===== src/rtl/rr_arbiter8.sv =====
`default_nettype none
// ============================================================================
//  Module      : rr_arbiter8
//  Description : Eight-requester round-robin arbiter with a hold quantum.
//                A rotating search origin (last owner + 1) gives fairness.
//                A per-grant hold counter forces the grant away from an owner
//                that has held it for MAX_HOLD cycles while others wait.
//  Ports       : clk        - system clock, rising edge
//                rst_n      - synchronous active-low reset
//                ena        - arbiter enable; low drops any grant
//                req[7:0]   - request lines, level sensitive
//                gnt[7:0]   - registered one-hot grant, zero when idle
//                gnt_id[2:0]- binary index of the granted requester
//                gnt_valid  - high exactly when gnt is non-zero
//                rot        - one-cycle pulse after a forced rotation
//  Parameters  : MAX_HOLD   - hold quantum in cycles (0 = unlimited), 0..255
//                CNT_W      - hold counter width, 2**CNT_W > MAX_HOLD
//  Revision    : 1.0 - initial release
// ============================================================================
module rr_arbiter8 #(
    parameter int MAX_HOLD = 16,
    parameter int CNT_W    = 8
) (
    input  logic       clk,
    input  logic       rst_n,
    input  logic       ena,
    input  logic [7:0] req,
    output logic [7:0] gnt,
    output logic [2:0] gnt_id,
    output logic       gnt_valid,
    output logic       rot
);

    localparam logic [CNT_W-1:0] MAX_CNT = CNT_W'(MAX_HOLD);
    localparam logic [CNT_W-1:0] ONE_CNT = CNT_W'(1);

    typedef enum logic [0:0] {
        IDLE  = 1'b0,
        GRANT = 1'b1
    } state_t;

    state_t           state, state_nxt;
    logic [2:0]       last_owner, owner_nxt;
    logic [CNT_W-1:0] hold_cnt, cnt_nxt, cnt_inc;
    logic [7:0]       gnt_nxt;
    logic [2:0]       id_nxt;
    logic             valid_nxt;
    logic             rot_nxt;

    logic [7:0]       scan_req;
    logic [2:0]       winner;
    logic             found;
    logic             quantum_hit;

    // Masking with the current grant keeps the owner out of the scan, so a
    // forced rotation can never hand the grant straight back to it. In IDLE
    // gnt is zero and nothing is masked.
    assign scan_req = req & ~gnt;

    // Circular scan starting one past the last owner; first set bit wins.
    always_comb begin
        winner = 3'd0;
        found  = 1'b0;
        for (int i = 0; i < 8; i++) begin
            logic [2:0] idx;
            idx = last_owner + 3'(i + 1);
            if (!found && scan_req[idx]) begin
                winner = idx;
                found  = 1'b1;
            end
        end
    end

    assign quantum_hit = (MAX_HOLD != 0) && (hold_cnt == MAX_CNT);

    // Saturating increment: at MAX_HOLD normally, at all-ones when unlimited.
    always_comb begin
        cnt_inc = hold_cnt + ONE_CNT;
        if (MAX_HOLD == 0) begin
            if (&hold_cnt) begin
                cnt_inc = hold_cnt;
            end
        end else if (hold_cnt >= MAX_CNT) begin
            cnt_inc = MAX_CNT;
        end
    end

    // Next-state and next-output logic.
    always_comb begin
        state_nxt = state;
        owner_nxt = last_owner;
        cnt_nxt   = hold_cnt;
        gnt_nxt   = gnt;
        id_nxt    = gnt_id;
        valid_nxt = gnt_valid;
        rot_nxt   = 1'b0;

        case (state)
            IDLE: begin
                if (ena && found) begin
                    state_nxt = GRANT;
                    owner_nxt = winner;
                    cnt_nxt   = ONE_CNT;
                    gnt_nxt   = 8'b1 << winner;
                    id_nxt    = winner;
                    valid_nxt = 1'b1;
                end else begin
                    gnt_nxt   = 8'd0;
                    id_nxt    = 3'd0;
                    valid_nxt = 1'b0;
                end
            end

            GRANT: begin
                if (!ena || (!req[last_owner] && !found)) begin
                    // Disabled, or owner released with nobody waiting.
                    state_nxt = IDLE;
                    cnt_nxt   = '0;
                    gnt_nxt   = 8'd0;
                    id_nxt    = 3'd0;
                    valid_nxt = 1'b0;
                end else if (!req[last_owner] || (quantum_hit && found)) begin
                    // Hand-over without an idle gap; only the quantum case
                    // (owner still requesting) raises rot.
                    owner_nxt = winner;
                    cnt_nxt   = ONE_CNT;
                    gnt_nxt   = 8'b1 << winner;
                    id_nxt    = winner;
                    valid_nxt = 1'b1;
                    rot_nxt   = req[last_owner];
                end else begin
                    cnt_nxt = cnt_inc;
                end
            end

            default: begin
                state_nxt = IDLE;
                gnt_nxt   = 8'd0;
                id_nxt    = 3'd0;
                valid_nxt = 1'b0;
            end
        endcase
    end

    always_ff @(posedge clk) begin
        if (!rst_n) begin
            state      <= IDLE;
            last_owner <= 3'd7;
            hold_cnt   <= '0;
            gnt        <= 8'd0;
            gnt_id     <= 3'd0;
            gnt_valid  <= 1'b0;
            rot        <= 1'b0;
        end else begin
            state      <= state_nxt;
            last_owner <= owner_nxt;
            hold_cnt   <= cnt_nxt;
            gnt        <= gnt_nxt;
            gnt_id     <= id_nxt;
            gnt_valid  <= valid_nxt;
            rot        <= rot_nxt;
        end
    end

endmodule
`default_nettype wire


===== config.mk =====
export PLATFORM = sky130hd
export DESIGN_NAME = rr_arbiter8
export DESIGN_NICKNAME = d
export VERILOG_FILES = /design/src/rtl/rr_arbiter8.sv
export SDC_FILE = /design/constraint.sdc
export NUM_CORES = 1
export LEC_CHECK = 0
export ABC_AREA = 1
export CORE_ASPECT_RATIO = 1.75
export CORE_MARGIN = 1
export CORE_UTILIZATION = 33
export CTS_BUF_LIST = sky130_fd_sc_hd__clkbuf_8
export DETAILED_ROUTE_END_ITERATION = 7
export SETUP_SLACK_MARGIN = 0.2
export SLEW_MARGIN = 20
export SYNTH_ARGS = -nofsm -noshare
export SYNTH_HDL_FRONTEND = slang
export SYNTH_SLANG_ARGS = --single-unit
export TNS_END_PERCENT = 50

===== constraint.sdc =====
create_clock -name clk -period 4.31 [get_ports clk]
set_input_delay 0.6465 -clock clk [delete_from_list [all_inputs] [get_ports clk]]
set_output_delay 0.6465 -clock clk [all_outputs]
set_load 0.05 [all_outputs]

* After elaboration in Yosys (flattened, before gate mapping)
Index checks and enable logic that the tools add are counted.
Word-level totals: bits of input ports 11, bits in registers 25, output and inout port bits 13, word-level logic and storage cells 115, latch bits 0, memories 0, memory bits (read-only) 0, bits in writable memories 0
Operators by class: div/mod/pow operators 0, add/subtract/negate cells 8, eq/ne operators 5, bitwise logic cells 5, shifts and indexed selects 1, reductions and logical operators 24, order comparisons 9, mux-type cells 56, multipliers 0
Operators with widths (count):
- $mux W8 | 7
- $mux W3 | 13
- $lt A3 B4 Y1 const B | 8
- $pmux W8 S2 | 2
- $bmux W1 S3 | 9
- $mux W1 | 21
- $add A3 B3 Y3 const B | 4
- $pmux W3 S2 | 2
- $logic_and A1 B1 Y1 | 10
- $logic_not A1 Y1 | 10
- $add A8 B1 Y8 const B | 1
- $and A8 B8 Y8 | 1
- $eq A8 B5 Y1 const B | 1
- $ge A8 B5 Y1 const B | 1
- $not A8 Y8 | 1
- $shl A1 B3 Y8 const A | 1
- $add A3 B2 Y3 const B | 2
- $ne A2 B2 Y1 const B | 2
- $pmux W1 S2 | 2
- $reduce_or A4 Y1 | 1
- $add A3 B1 Y3 const B | 1
- $ne A3 B1 Y1 const B | 1
- $not A1 Y1 | 3
- $reduce_and A3 Y1 | 1
- 2 further kinds | 3

* Longest topological paths before layout
depth after elaboration 31, depth in mapped cells 22, depth with buffers taken out 19

* Least setup slack after synthesis
Ideal clock, no wire load.
kind register -> register, start register last_owner[1], end register gnt[6], path slack 1.715 ns, clock period less this slack 2.595 ns, cell stages (with the launch flop) 20, setup time 0.129 ns, required time 4.181 ns, arrival time 2.466 ns, buffers on the path 3, cell sequence dfxtp_1 > buf_6 > inv_2 > buf_6 > ha_1 > buf_2 > clkinv_1 > nand3_1 > nand3_1 > inv_2 > nor2_4 > nand4_4 > nor2_8 > nand3_4 > o211ai_1 > nand2_2 > nand2_2 > nor2_1 > nor2_1 > nor2_1
On the way: cells in the longest elaborated chain, start to end 30, elaborated cells on any way between the ends 68, those cells by class add/sub (7); eq/ne (1); shift (1); mux (38); reduce/logical (21)
RTL lines:
- from (decl) | RTL line 43 | logic [2:0] last_owner, owner_nxt;
- from (signal assigned) | RTL line 156 | last_owner <= owner_nxt;
- $add A3 B1 Y3 | RTL line 66 | idx = last_owner + 3'(i + 1);
- $bmux W1 S3 | RTL line 67 | if (!found && scan_req[idx]) begin
- $mux W1 (not written as such) | RTL line 67
- $mux W1 | RTL line 67
- $logic_not A1 Y1 | RTL line 67
- $logic_and A1 B1 Y1 | RTL line 67
- $mux W1 | RTL line 67
- $logic_not A1 Y1 | RTL line 67
- (+14 left out)
- $logic_not A1 Y1 | RTL line 67
- $logic_and A1 B1 Y1 | RTL line 67
- $mux W1 | RTL line 67
- $logic_not A1 Y1 | RTL line 115 | if (!ena || (!req[last_owner] && !found)) begin
- $logic_and A1 B1 Y1 | RTL line 115
- $logic_or A1 B1 Y1 | RTL line 115
- $mux W8 | RTL line 115
- $pmux W8 S2 | RTL line 98 | case (state)
- to (signal assigned) | RTL line 158 | gnt <= gnt_nxt;
- to (decl) | RTL line 28 | output logic [7:0] gnt,
Several ways; a longest one is shown, not always the timed one. The select of a mux whose other input is x is not followed. A chain may end at the register's enable or synchronous reset.

* Worst setup path after layout
start register last_owner[0], end register gnt[2]
Same word-level chain as after synthesis.

==> impl_metrics.tcl <==
set metrics [dict create \
    status "completed" \
    fmax_ghz 0.281 \
    fin_nets 343 \
    post-route-util_pct 39.7 \
    clock_latency_ps 270 \
    antenna_found_initial 0 \
    finalWeightedCongestion 0.893 \
    clock-root-buffer "clkbuf_8" \
    ant_nets 0 \
    path_class "flip-flop to flip-flop" \
    area_growth_syn_to_layout_pct 14.6 \
    syn_nets 323 \
    groute.usage.overall_pct 19.6 \
    ff_latch_area_um2 500 \
    worst_ep_required_time_ps 4500 \
    clock-sinks 25 \
    grt_first_pass_wirelength_mm 9.65 \
    placed_area_um2 2320 \
    postSynthCellCount 308 \
    cap_violations 0 \
    ys_seq_elements 25 \
    fin_tns_setup_ps 0 \
    slowest_delay_ps 790 \
    tightest_slew_ps 753 \
    cpMaxStageDelayCell "dfxtp_1" \
    worstPathCellList "inv_2 -> ha_1 -> clkinv_1 -> nand3_1 -> nand2_1 -> nor2_2 -> nor2_4 -> nand4_4 -> nor2_8 -> nand3_4 -> o311ai_0 -> nor2_1 -> nand2_1 -> a21oi_2" \
    viasPerCell 5.27 \
    hpwlAfterDp_mm 4.89 \
    grt-ovfl-total 0 \
    multi_input_area_um2 1350 \
    relSlewSlack_pct 49.2 \
    cts_tree "built" \
    finalHoldViolations 0 \
    n_fill_cell 659 \
    period_share_pct 82.5 \
    num_rows 37 \
    dr_total_vias 2133 \
    drt_pass1_iterations 4 \
    ys_types 35 \
    drive_above_1_share_pct 11.9 \
    initial_core_util_pct 34.6 \
    netlist_area_um2 2070 \
    hold_buffers 0 \
    worst_ep_arrival_time_ps 3750 \
    die-area_um2 6600 \
    htree_levels 1 \
    ys_seq_area_share_pct 24.2 \
    diodes 0 \
    dp_slack_ps 836 \
    ys.flop_type "dfxtp_1" \
    fin_crit_ps 3560 \
    fin_ws_ps 755 \
    setup_viol 0 \
    die_w_um 61.8 \
    grt_max_degree 22 \
    die_h_um 107 \
    cts_setup_buffers 0 \
    drt_iter0_markers 107 \
    rsz0062_at_grt "false" \
    drc 0 \
    drv_slew 0 \
    synth_edf_count 0 \
    yosysWarnings 0 \
    clk_pin_slew_ps 80 \
    clock_path_buffers 2 \
    cpMostUsedCell "nand2_1" \
    core_um2 5970 \
    final.setup_skew_ps 1.38 \
    wl_per_cell_um 14.6 \
    design_area_um2 2370 \
    num_io_pins 24 \
    async_flop_share_pct 0 \
    numCtsBuffers 3 \
    io_buffers 23 \
    crit_fanout 21 \
    final_cell_mix "nand2_1 (60), nand3_1 (58), nor2_1 (41)" \
    syn_area_per_cell_um2 6.71 \
    cts_resized 0 \
    mostFrequentLayoutCell "nand2_1" \
    grt_pass1_vias 2045 \
    min_path_type "flip-flop to flip-flop" \
    crit_path_end_kind "flip-flop" \
    start_kind "flip-flop" \
    wirelength_mm 5.91 \
]
==> cells by family (layout without fill, tap and decap cells) <==
family / count (synthesis) / in the layout / synth area share [%]
AOI/OAI and AO/OA: 30 / 30 / 9.32
xor gates and xnor gates: 5 / 5 / 4.84
adders and majority gates: 4 / 4 / 2.42
buffers and inverters: 45 / 64 / 10.4
DFF: 25 / 25 / 24.2
and+or+nand+nor: 199 / 199 / 48.9
==> per-stage QoR <==
step / instances / hold WS, ps
floorplan: 308 / 415
detailed placement: 401 / 426
CTS: 405 / 438
global placement: 401 / 421
finish: 405 / 436
global route: 405 / 468
==> layer usage <==
metal  vias up  global-route usage, %  routed length, um
met2        57                   35.9               3250
li1       1062                      -                  -
met5         -                      0                  0
met3        27                   1.93                142
met4         0                   12.1                384
met1       987                   19.7               2130
==> synth_stat cells (2+ instances only) <==
master | number | area [um^2]
nor2_1 | 41 | 154
ha_1 | 4 | 50.1
inv_1 | 26 | 97.6
nor2_4 | 4 | 45.0
a21oi_1 | 13 | 65.1
dfxtp_1 | 25 | 500
nand3_1 | 58 | 290
buf_6 | 5 | 56.3
nand3_4 | 2 | 35.0
nand4_1 | 12 | 75.1
nor3_1 | 6 | 30.0
nand2_1 | 60 | 225
buf_2 | 2 | 10.0
inv_2 | 7 | 26.3
o211ai_1 | 5 | 37.5
nand2_2 | 6 | 37.5
nand3_2 | 7 | 70.1
xnor2_4 | 2 | 55.1
o21ai_0 | 6 | 30.0
clkinv_1 | 2 | 7.51
==> registers in the layout (all words and copies together) (netlist names) <==
name        count
hold_cnt        8
gnt             8
gnt_valid       1
rot             1
gnt_id          3
state           1
last_owner      3
==> worst max-delay path, delay by kind of cell (launching register included) <==
family / cells / cell delay, ps
simple gates: 9 / 1240
flops: 1 / 790
fa+ha+maj: 1 / 530
buf+inv: 2 / 520
compound gates: 2 / 390
==> worst paths after layout <==
| path | from | to | slack (ps) | cells past startpoint |
|---|---|---|---|---|
| worst max-delay path | last_owner[0] | gnt[2] | 750 | 14 |
| worst min-delay path | hold_cnt[7] | hold_cnt[7] | 440 | 2 |
| worst max register to register | last_owner[0] | gnt[2] | 750 | 14 |
| worst min register to register | hold_cnt[7] | hold_cnt[7] | 440 | 2 |
==> area by class of cell <==
class | count | share of cell area (%)
flip-flops and latches | 25 | 21.1
well taps | 78 | 4.12
clock inverters | 1 | 0.158
repair buffers | 24 | 10.0
inverters | 36 | 5.76
clock buffers | 3 | 1.74
multi-input cells | 238 | 57.1
Power is left out: the tool's default activity adds up to more than one toggle a clock period on the data nets, which glitch-free logic cannot reach.
